## src/rtl/frame_buf_pkg.sv

```systemverilog
`default_nettype none
// +--------------------------------------------------------------------------+
// | Package     : frame_buf_pkg                                              |
// | Description : Shared frame-buffer image constants and writer FSM state   |
// |               type, common to sdram_frame_writer and vga_frame_reader.   |
// | Contents    : IMG_WIDTH_DEF, IMG_HEIGHT_DEF, TOTAL_PIXELS,               |
// |               writer_state_t, burst_len_for()                            |
// | Revision    : 1.0 - initial release                                      |
// +--------------------------------------------------------------------------+
package frame_buf_pkg;

  localparam int IMG_WIDTH_DEF  = 320;
  localparam int IMG_HEIGHT_DEF = 240;
  localparam int TOTAL_PIXELS   = IMG_WIDTH_DEF * IMG_HEIGHT_DEF;

  typedef enum logic [2:0] {
    IDLE       = 3'd0,
    WAIT_FRAME = 3'd1,
    ARM        = 3'd2,
    REQ        = 3'd3,
    BURST      = 3'd4,
    DONE       = 3'd5
  } writer_state_t;

  // Length of the next burst: a full burst unless fewer words remain in the frame.
  function automatic logic [3:0] burst_len_for(input logic [31:0] remaining,
                                               input logic [31:0] burst_max);
    if (remaining < burst_max) begin
      return remaining[3:0];
    end
    return burst_max[3:0];
  endfunction

endpackage
`default_nettype wire

```

## src/rtl/sync_edge_detect.sv

```systemverilog
`default_nettype none
// +--------------------------------------------------------------------------+
// | Module      : sync_edge_detect                                           |
// | Description : Two-flop synchronizer followed by a rising-edge detector.  |
// |               pulse is high for one clk cycle per rising edge of din.    |
// | Ports       : clk   in  destination clock                                |
// |               rst_n in  asynchronous active-low reset                    |
// |               din   in  asynchronous level                               |
// |               pulse out one-cycle rising-edge strobe                     |
// | Revision    : 1.0 - initial release                                      |
// +--------------------------------------------------------------------------+
module sync_edge_detect (
  input  logic clk,
  input  logic rst_n,
  input  logic din,
  output logic pulse
);

  logic r_meta;
  logic r_sync;
  logic r_prev;

  always_ff @(posedge clk or negedge rst_n) begin
    if (!rst_n) begin
      r_meta <= 1'b0;
      r_sync <= 1'b0;
      r_prev <= 1'b0;
    end else begin
      r_meta <= din;
      r_sync <= r_meta;
      r_prev <= r_sync;
    end
  end

  assign pulse = r_sync & ~r_prev;

endmodule
`default_nettype wire

```

## src/rtl/sdram_frame_writer.sv

```systemverilog
`default_nettype none
// +--------------------------------------------------------------------------+
// | Module      : sdram_frame_writer                                         |
// | Description : Drains the camera FIFO and writes one frame per camera     |
// |               frame_start into SDRAM in linear order using bursts of up  |
// |               to BURST_LEN words. Signals frame completion to readout.   |
// | Option      : DOUBLE_BUFFER_EN - alternate between two frame banks.      |
// | Ports       : clk_sdram, rst_n          clock / async active-low reset   |
// |               sdram_ready               controller init done (sticky)    |
// |               frame_start               camera vsync (asynchronous)      |
// |               fifo_level, fifo_rd_data  show-ahead FIFO read side        |
// |               fifo_rd_en                FIFO pop                         |
// |               wr_req/wr_ack/wr_addr/wr_len  burst command handshake      |
// |               wr_data_req/wr_data       burst data beats                 |
// |               frame_done, frame_error, write_bank  status                |
// | Revision    : 1.0 - initial release                                      |
// +--------------------------------------------------------------------------+
module sdram_frame_writer
  import frame_buf_pkg::*;
#(
  parameter int IMG_WIDTH     = IMG_WIDTH_DEF,
  parameter int IMG_HEIGHT    = IMG_HEIGHT_DEF,
  parameter int DATA_WIDTH    = 16,
  parameter int ADDR_WIDTH    = 18,
  parameter int BURST_LEN     = 8,
  parameter int FIFO_LW_WIDTH = 10
) (
  input  logic                     clk_sdram,
  input  logic                     rst_n,
  input  logic                     sdram_ready,
  input  logic                     frame_start,
  input  logic [FIFO_LW_WIDTH-1:0] fifo_level,
  input  logic [DATA_WIDTH-1:0]    fifo_rd_data,
  output logic                     fifo_rd_en,
  output logic                     wr_req,
  input  logic                     wr_ack,
  output logic [ADDR_WIDTH-1:0]    wr_addr,
  output logic [3:0]               wr_len,
  input  logic                     wr_data_req,
  output logic [DATA_WIDTH-1:0]    wr_data,
  output logic                     frame_done,
  output logic                     frame_error,
  output logic                     write_bank
);

  localparam int                    c_total_pixels = IMG_WIDTH * IMG_HEIGHT;
  localparam logic [ADDR_WIDTH-1:0] c_total_addr   = ADDR_WIDTH'(c_total_pixels);

  writer_state_t           r_state, w_state_nxt;
  logic [ADDR_WIDTH-1:0]   r_pixel_count, w_pixel_count_nxt;
  logic [3:0]              r_beats, w_beats_nxt;
  logic [ADDR_WIDTH-1:0]   r_wr_addr, w_wr_addr_nxt;
  logic [3:0]              r_wr_len, w_wr_len_nxt;
  logic                    r_restart, w_restart_nxt;
  logic                    r_frame_error, w_frame_error_nxt;
  logic                    r_ready;
  logic                    w_fs_edge;
  logic [ADDR_WIDTH-1:0]   w_remaining;
  logic [3:0]              w_len;
  logic [ADDR_WIDTH-1:0]   w_base;
  logic [ADDR_WIDTH-1:0]   w_pixel_inc;

  sync_edge_detect u_fs_sync (
    .clk   (clk_sdram),
    .rst_n (rst_n),
    .din   (frame_start),
    .pulse (w_fs_edge)
  );

  assign w_remaining = c_total_addr - r_pixel_count;
  assign w_len       = burst_len_for(32'(w_remaining), 32'(BURST_LEN));
  assign w_pixel_inc = r_pixel_count + ADDR_WIDTH'(1);

`ifdef DOUBLE_BUFFER_EN
  logic r_bank;

  // Bank flips as the frame completes so the reader scans ~write_bank.
  always_ff @(posedge clk_sdram or negedge rst_n) begin
    if (!rst_n) begin
      r_bank <= 1'b0;
    end else if (r_state == DONE) begin
      r_bank <= ~r_bank;
    end
  end

  assign w_base     = r_bank ? c_total_addr : '0;
  assign write_bank = r_bank;
`else
  assign w_base     = '0;
  assign write_bank = 1'b0;
`endif

  always_ff @(posedge clk_sdram or negedge rst_n) begin
    if (!rst_n) begin
      r_state       <= IDLE;
      r_pixel_count <= '0;
      r_beats       <= '0;
      r_wr_addr     <= '0;
      r_wr_len      <= '0;
      r_restart     <= 1'b0;
      r_frame_error <= 1'b0;
      r_ready       <= 1'b0;
    end else begin
      r_state       <= w_state_nxt;
      r_pixel_count <= w_pixel_count_nxt;
      r_beats       <= w_beats_nxt;
      r_wr_addr     <= w_wr_addr_nxt;
      r_wr_len      <= w_wr_len_nxt;
      r_restart     <= w_restart_nxt;
      r_frame_error <= w_frame_error_nxt;
      r_ready       <= r_ready | sdram_ready;
    end
  end

  always_comb begin
    w_state_nxt       = r_state;
    w_pixel_count_nxt = r_pixel_count;
    w_beats_nxt       = r_beats;
    w_wr_addr_nxt     = r_wr_addr;
    w_wr_len_nxt      = r_wr_len;
    w_restart_nxt     = r_restart;
    w_frame_error_nxt = r_frame_error;
    wr_req            = 1'b0;
    fifo_rd_en        = 1'b0;
    frame_done        = 1'b0;

    case (r_state)
      IDLE: begin
        if (r_ready) begin
          w_state_nxt = WAIT_FRAME;
        end
      end

      WAIT_FRAME: begin
        if (w_fs_edge) begin
          w_state_nxt       = ARM;
          w_pixel_count_nxt = '0;
        end
      end

      ARM: begin
        // Nothing is in flight here, so a new frame restarts immediately.
        if (w_fs_edge) begin
          w_frame_error_nxt = 1'b1;
          w_pixel_count_nxt = '0;
        end else if (fifo_level >= FIFO_LW_WIDTH'(w_len)) begin
          w_state_nxt   = REQ;
          w_wr_addr_nxt = w_base + r_pixel_count;
          w_wr_len_nxt  = w_len;
        end
      end

      REQ: begin
        wr_req = 1'b1;
        if (w_fs_edge) begin
          w_frame_error_nxt = 1'b1;
          w_restart_nxt     = 1'b1;
        end
        if (wr_ack) begin
          w_state_nxt = BURST;
          w_beats_nxt = r_wr_len;
        end
      end

      BURST: begin
        fifo_rd_en = wr_data_req;
        if (w_fs_edge) begin
          w_frame_error_nxt = 1'b1;
          w_restart_nxt     = 1'b1;
        end
        if (wr_data_req) begin
          w_pixel_count_nxt = w_pixel_inc;
          w_beats_nxt       = r_beats - 4'd1;
          if (r_beats == 4'd1) begin
            // A mid-frame frame_start lets the controller finish this burst,
            // then the same bank is rewritten from pixel 0.
            if (r_restart || w_fs_edge) begin
              w_state_nxt       = ARM;
              w_pixel_count_nxt = '0;
              w_restart_nxt     = 1'b0;
            end else if (w_pixel_inc == c_total_addr) begin
              w_state_nxt = DONE;
            end else begin
              w_state_nxt = ARM;
            end
          end
        end
      end

      DONE: begin
        frame_done = 1'b1;
        if (w_fs_edge) begin
          w_state_nxt       = ARM;
          w_pixel_count_nxt = '0;
        end else begin
          w_state_nxt = WAIT_FRAME;
        end
      end

      default: begin
        w_state_nxt = IDLE;
      end
    endcase
  end

  assign wr_addr     = r_wr_addr;
  assign wr_len      = r_wr_len;
  assign wr_data     = fifo_rd_data;
  assign frame_error = r_frame_error;

endmodule
`default_nettype wire

```

## config.mk

```make
export PLATFORM = sky130hd
export DESIGN_NAME = sdram_frame_writer
export DESIGN_NICKNAME = d
export VERILOG_FILES = /design/src/rtl/frame_buf_pkg.sv /design/src/rtl/sync_edge_detect.sv /design/src/rtl/sdram_frame_writer.sv
export SDC_FILE = /design/constraint.sdc
export NUM_CORES = 1
export LEC_CHECK = 0
export ABC_AREA = 1
export CAP_MARGIN = 30
export CORE_ASPECT_RATIO = 1.2
export CORE_MARGIN = 8
export CORE_UTILIZATION = 56
export CTS_CLUSTER_DIAMETER = 30
export CTS_CLUSTER_SIZE = 24
export DETAILED_ROUTE_END_ITERATION = 12
export PLACE_DENSITY = 0.86
export SLEW_MARGIN = 30
export SYNTH_ARGS = -nofsm -noshare
export SYNTH_HDL_FRONTEND = slang
export SYNTH_SLANG_ARGS = --single-unit
```

## constraint.sdc

```tcl
create_clock -name clk_sdram -period 8.8 [get_ports clk_sdram]
set_clock_uncertainty 0.2 [all_clocks]
set_input_delay 1.76 -clock clk_sdram [delete_from_list [all_inputs] [get_ports clk_sdram]]
set_output_delay 1.76 -clock clk_sdram [all_outputs]
set_load 0.02 [all_outputs]
```

## After elaboration in Yosys (flattened, before gate mapping)

Index checks and enable logic that the tools add are counted.

| word-level totals | value |
|---|---|
| register bits after elaboration | 53 |
| input port bits | 32 |
| output and inout bits | 43 |
| word-level logic and storage cells | 76 |

| operators by class | value |
|---|---|
| add/sub/neg operators | 3 |
| magnitude comparators | 2 |
| equal/unequal tests | 15 |
| muxes and demuxes | 30 |
| bitwise operators | 4 |
| reductions and logical operators | 11 |

Operator list:

| operator | count |
|---|---|
| 2-to-1 mux 18 bit | 4 |
| one-hot mux 18 bit (2 select lines) | 1 |
| 2-to-1 mux 3 bit | 9 |
| adder 18 x 1 -> 18 bit (second input constant) | 1 |
| equality test 18 x 17 -> 1 bit (second input constant) | 1 |
| < comparator 18 x 4 -> 1 bit (second input constant) | 1 |
| one-hot mux 3 bit (6 select lines) | 1 |
| subtractor 17 x 18 -> 18 bit (first input constant) | 1 |
| 2-to-1 mux 4 bit | 4 |
| inequality test 2 bit (second input constant) | 7 |
| greater-or-equal comparator 10 x 4 -> 1 bit | 1 |
| AND reduction 3 bit | 3 |
| 2-to-1 mux 1 bit | 8 |
| one-hot mux 4 bit (2 select lines) | 1 |
| AND reduction 7 bit | 1 |
| equality test 3 x 2 -> 1 bit (second input constant) | 2 |
| equality test 3 bit (second input constant) | 2 |
| OR reduction 3 bit | 2 |
| equality test 4 x 1 -> 1 bit (second input constant) | 1 |
| nonzero test 2 bit | 2 |
| subtractor 4 x 1 -> 4 bit (second input constant) | 1 |
| equality test 3 x 1 -> 1 bit (second input constant) | 1 |
| logical NOT 3 bit | 1 |
| 2-to-1 mux 2 bit | 1 |
| 7 further kinds | 8 |

## Longest topological paths before layout

| depth | value |
|---|---|
| depth after elaboration | 8 |
| depth in mapped cells | 25 |
| mapped depth without buffers | 25 |

## By module

From an unflattened synthesis, not the netlist that was laid out.

| unflattened totals | value |
|---|---|
| cells, all modules | 547 |
| area total of the unflattened synthesis | 3,674.8 sq um |

By module, submodules not included:

| module | instances | cells an instance | area each (sq um) | sequential area each (sq um) |
|---|---|---|---|---|
| sdram_frame_writer | 1 | 542 | 3,589.7 | 1,251.2 |
| sync_edge_detect | 1 | 5 | 85.1 | 75.1 |

## Least setup slack after synthesis

Ideal clock, no wire load.

| path | value |
|---|---|
| kind | in2out |
| start point | input wr_data_req |
| end point | output fifo_rd_en |
| data arrival time | 2.054 ns |
| required time | 6.840 ns |
| setup slack | 4.786 ns |
| stages | 2 |
| path through | inv_1 nor2_2 |

| between the ends | value |
|---|---|
| cells in the longest elaborated chain, start to end | 1 |

Ends and longest elaborated chain:

| element | line | RTL |
|---|---|---|
| from (decl) | sdram_frame_writer.sv:39 | `input logic wr_data_req,` |
| 2-to-1 mux 1 bit | sdram_frame_writer.sv:127 | `case (r_state)` |
| to (decl) | sdram_frame_writer.sv:34 | `output logic fifo_rd_en,` |

No other way between the ends.

## Final worst setup path

Same ends and word-level chain as after synthesis.

==> qor.yml <==
syn_inst: 536
start_kind: "primary input"
drt-initial-drc-count: 253
status: "complete, no violations"
crit_path_end_kind: "primary output"
synth_warnings: 0
cpMostUsedCell: "clkdlybuf4s50_1"
synth-async-reset-ratio_pct: 100
cp.arrival_ns: 3.08
worstMarginPinSlew_ns: 0.736
worstSetupPathType: "primary input to primary output"
final_nets: 599
fin_cells: 644
cp_num_buf_inv: 3
regArea_um2: 1330
power.share.clock_pct: 18.4
avgSynthCellArea_um2: 6.73
initial_core_util_pct: 57.0
synth_seq_cells: 53
grt_util_all_layers_pct: 21.9
vias_per_cell: 5.57
setup_viol: 0
layout-drive-gt1-share_pct: 6.08
clockRootBuffer: "clkbuf_8"
portBuffers: 41
rows: 32
die_h_um: 104
grt_pass1_wl_um: 16300
grt_remaining_overflow: 0
final_util_pct: 63.8
drc: 0
power_switching_uw: 317
rsz0062_at_grt: "no"
area.growth.synth_to_final_pct: 11.9
min_period_over_period_pct: 57.3
clock_sinks: 53
fill_cells: 600
dp.cells: 636
clock.fmax_ghz: 0.198
coreArea_um2: 6330
cts_buffers: 5
seq_area_frac_synth_pct: 36.8
antenna_found_initial: 0
min_path_type: "register to register"
power.leakage_nw: 1.95
die_x_um: 89.3
hold_buffers: 0
worst_ep_required_time_ns: 6.84
clockBufferDepth: 2
htreeDepth: 2
post_cts_buffers: 0
crit_family: "buffers and inverters"
top_usage_layer: "met2"
path_cells: "clkdlybuf4s50_1, inv_1, nor2_2, clkdlybuf4s50_1"
io_pins: 75
hold_viol_final: 0
period_minus_slack_ns: 5.04
power_density_nw_per_um2: 186
drt_first_pass_iters: 5
swShare_pct: 42.3
syn_area_um2: 3610
grtUsageMet2_pct: 36.7
finalPower_uw: 750
ir_drop_v: 0.0000892
cpMaxStageDelayCell: "clkdlybuf4s50_1"
cp_max_fo: 3
grtUsageMet3_pct: 3.00
synth_nets: 577
wire_per_inst_um: 15.1
wl_um: 9700
yosysUniqueCellTypes: 33
drv_slew: 0
die-area_um2: 9270
multiInputGateArea_um2: 1900
place_congestion: 0.926
comb_power_share_pct: 41.8
vias: 3588
diodes: 0
use_met1_pct: 27.0
p_int_uw: 433
ant_nets: 0
post_cts_resized: 0
seqPwrFrac_pct: 39.8
grt_pass1_vias: 3468
max_stage_delay_ns: 0.64
synth_edf_count: 0
synthFlopType: "dfrtp_1"
cts.clk_slew.worst_paths_ns: 0.10
grt_max_degree: 54
cts_tree: "yes"
slew_headroom_pct: 50.9
clk_latency_ns: 0.31
cap_viol_max_count: 0
fin_setup_tns_ns: 0
hpwl_um: 7490
state kept, by name, summed over array words and instances, names as in the netlist:
register,flops
u_fs_sync.r_sync,1
r_state,3
frame_error,1
u_fs_sync.r_meta,1
wr_len,4
r_restart,1
r_ready,1
r_beats,4
wr_addr,18
r_pixel_count,18
u_fs_sync.r_prev,1
cell usage after synthesis (4+ instances only):
| master | n | area, µm² |
|---|---|---|
| nor2_1 | 67 | 251 |
| nor2_2 | 8 | 50.1 |
| inv_1 | 49 | 184 |
| o21ai_1 | 4 | 20.0 |
| buf_4 | 17 | 128 |
| nand2_1 | 182 | 683 |
| ha_1 | 9 | 113 |
| inv_2 | 5 | 18.8 |
| nand4_1 | 10 | 62.6 |
| buf_2 | 5 | 25.0 |
| o21ai_0 | 40 | 200 |
| nand3_1 | 37 | 185 |
| o22ai_1 | 12 | 75.1 |
| dfrtp_1 | 53 | 1330 |
| a21oi_1 | 7 | 35.0 |
| clkbuf_1 | 4 | 15.0 |
kinds of logic (layout without fill, tap and decap cells):
| kind of cell | after synthesis | count (layout) | share of synthesized area, % |
|---|---|---|---|
| AND/OR/NAND/NOR | 317 | 317 | 37.4 |
| XOR/XNOR | 5 | 5 | 1.21 |
| AO/OA/AOI/OAI | 69 | 69 | 10.7 |
| flip-flops | 53 | 53 | 36.8 |
| buffers and inverters | 82 | 105 | 10.7 |
| other | 1 | 1 | 0.104 |
| adder cells (fa/ha/maj) | 9 | 9 | 3.12 |
layout by cell type (no fill, tap or decap), drive strengths merged, types with 2 or more instances in the layout:
| cell | synthesis | layout |
|---|---|---|
| a21oi | 8 | 8 |
| buf | 23 | 2 |
| clkbuf | 4 | 5 |
| clkdlybuf4s50 | 0 | 40 |
| clkinv | 1 | 3 |
| dfrtp | 53 | 53 |
| ha | 9 | 9 |
| inv | 54 | 54 |
| nand2 | 182 | 182 |
| nand3 | 40 | 40 |
| nand4 | 10 | 10 |
| nor2 | 78 | 78 |
| nor3 | 3 | 3 |
| nor4 | 2 | 2 |
| o21ai | 44 | 44 |
| o21bai | 2 | 2 |
| o22ai | 12 | 12 |
| xnor2 | 2 | 2 |
| xor2 | 3 | 3 |
metrics by stage:
stage | area (µm²) | hold WS, ns | setup WS (ns)
floorplan | 3610 | 0.131 | 4.79
detailed placement | 3950 | 0.140 | 3.77
global placement | 3950 | 0.133 | 3.81
global route | 4040 | 0.167 | 3.73
finish | 4040 | 0.161 | 3.76
CTS | 4040 | 0.162 | 3.76
final timing paths:
| path | end | from | cells past startpoint | slack, ns |
|---|---|---|---|---|
| worst min-delay path | u_fs_sync.r_sync | u_fs_sync.r_meta | 0 | 0.16 |
| min in group asynchronous | r_beats[1] | rst_n | 2 | 1.36 |
| worst min register to register | u_fs_sync.r_sync | u_fs_sync.r_meta | 0 | 0.16 |
| max in group asynchronous | wr_addr[15] | rst_n | 2 | 6.58 |
| worst max register to register | wr_addr[0] | r_pixel_count[0] | 23 | 4.70 |
| worst max-delay path | fifo_rd_en | wr_data_req | 4 | 3.76 |
power by group through the flow:
stage	combinational (mW)	clock, mW	sequential (mW)
after global placement	0.302	0	0.301
after global routing	0.358	0.151	0.302
after floorplan	0.231	0	0.305
after detailed placement	0.311	0	0.302
final	0.313	0.138	0.298
after CTS	0.313	0.142	0.298
cell type report:
cell class | count | area share, %
clock inverter | 3 | 0.434
multi-input combinational | 401 | 47.0
sequential | 53 | 32.9
tap | 85 | 2.63
inverter | 55 | 5.11
clock buffer | 5 | 1.70
timing repair buffer | 42 | 10.2
routing by layer:
layer / wire length [µm] / share of wire (%)
met1: 4040 / 42
met2: 4790 / 49
met3: 609 / 6.3
met4: 251 / 2.6
met5: 0 / 0
worst reg2reg max path: stages (launching register included):
cell	delay, ns
dfrtp_1	0.48
inv_2	0.23
ha_1	0.30
nand3_2	0.16
nor2_4	0.17
nand2_1	0.10
nand3_1	0.12
nand2_1	0.07
nor2_1	0.11
nand2_1	0.07
nor2_1	0.11
nand3_2	0.11
inv_2	0.09
nand2_1	0.05
ha_1	0.26
o21ai_0	0.08
a21boi_0	0.16
o21ai_0	0.10
nand3_1	0.07
nand2_1	0.06
nor2_1	0.30
inv_2	0.33
nand2_1	0.13
o21ai_0	0.09
Note: power is estimated with default switching activity, not from simulation.
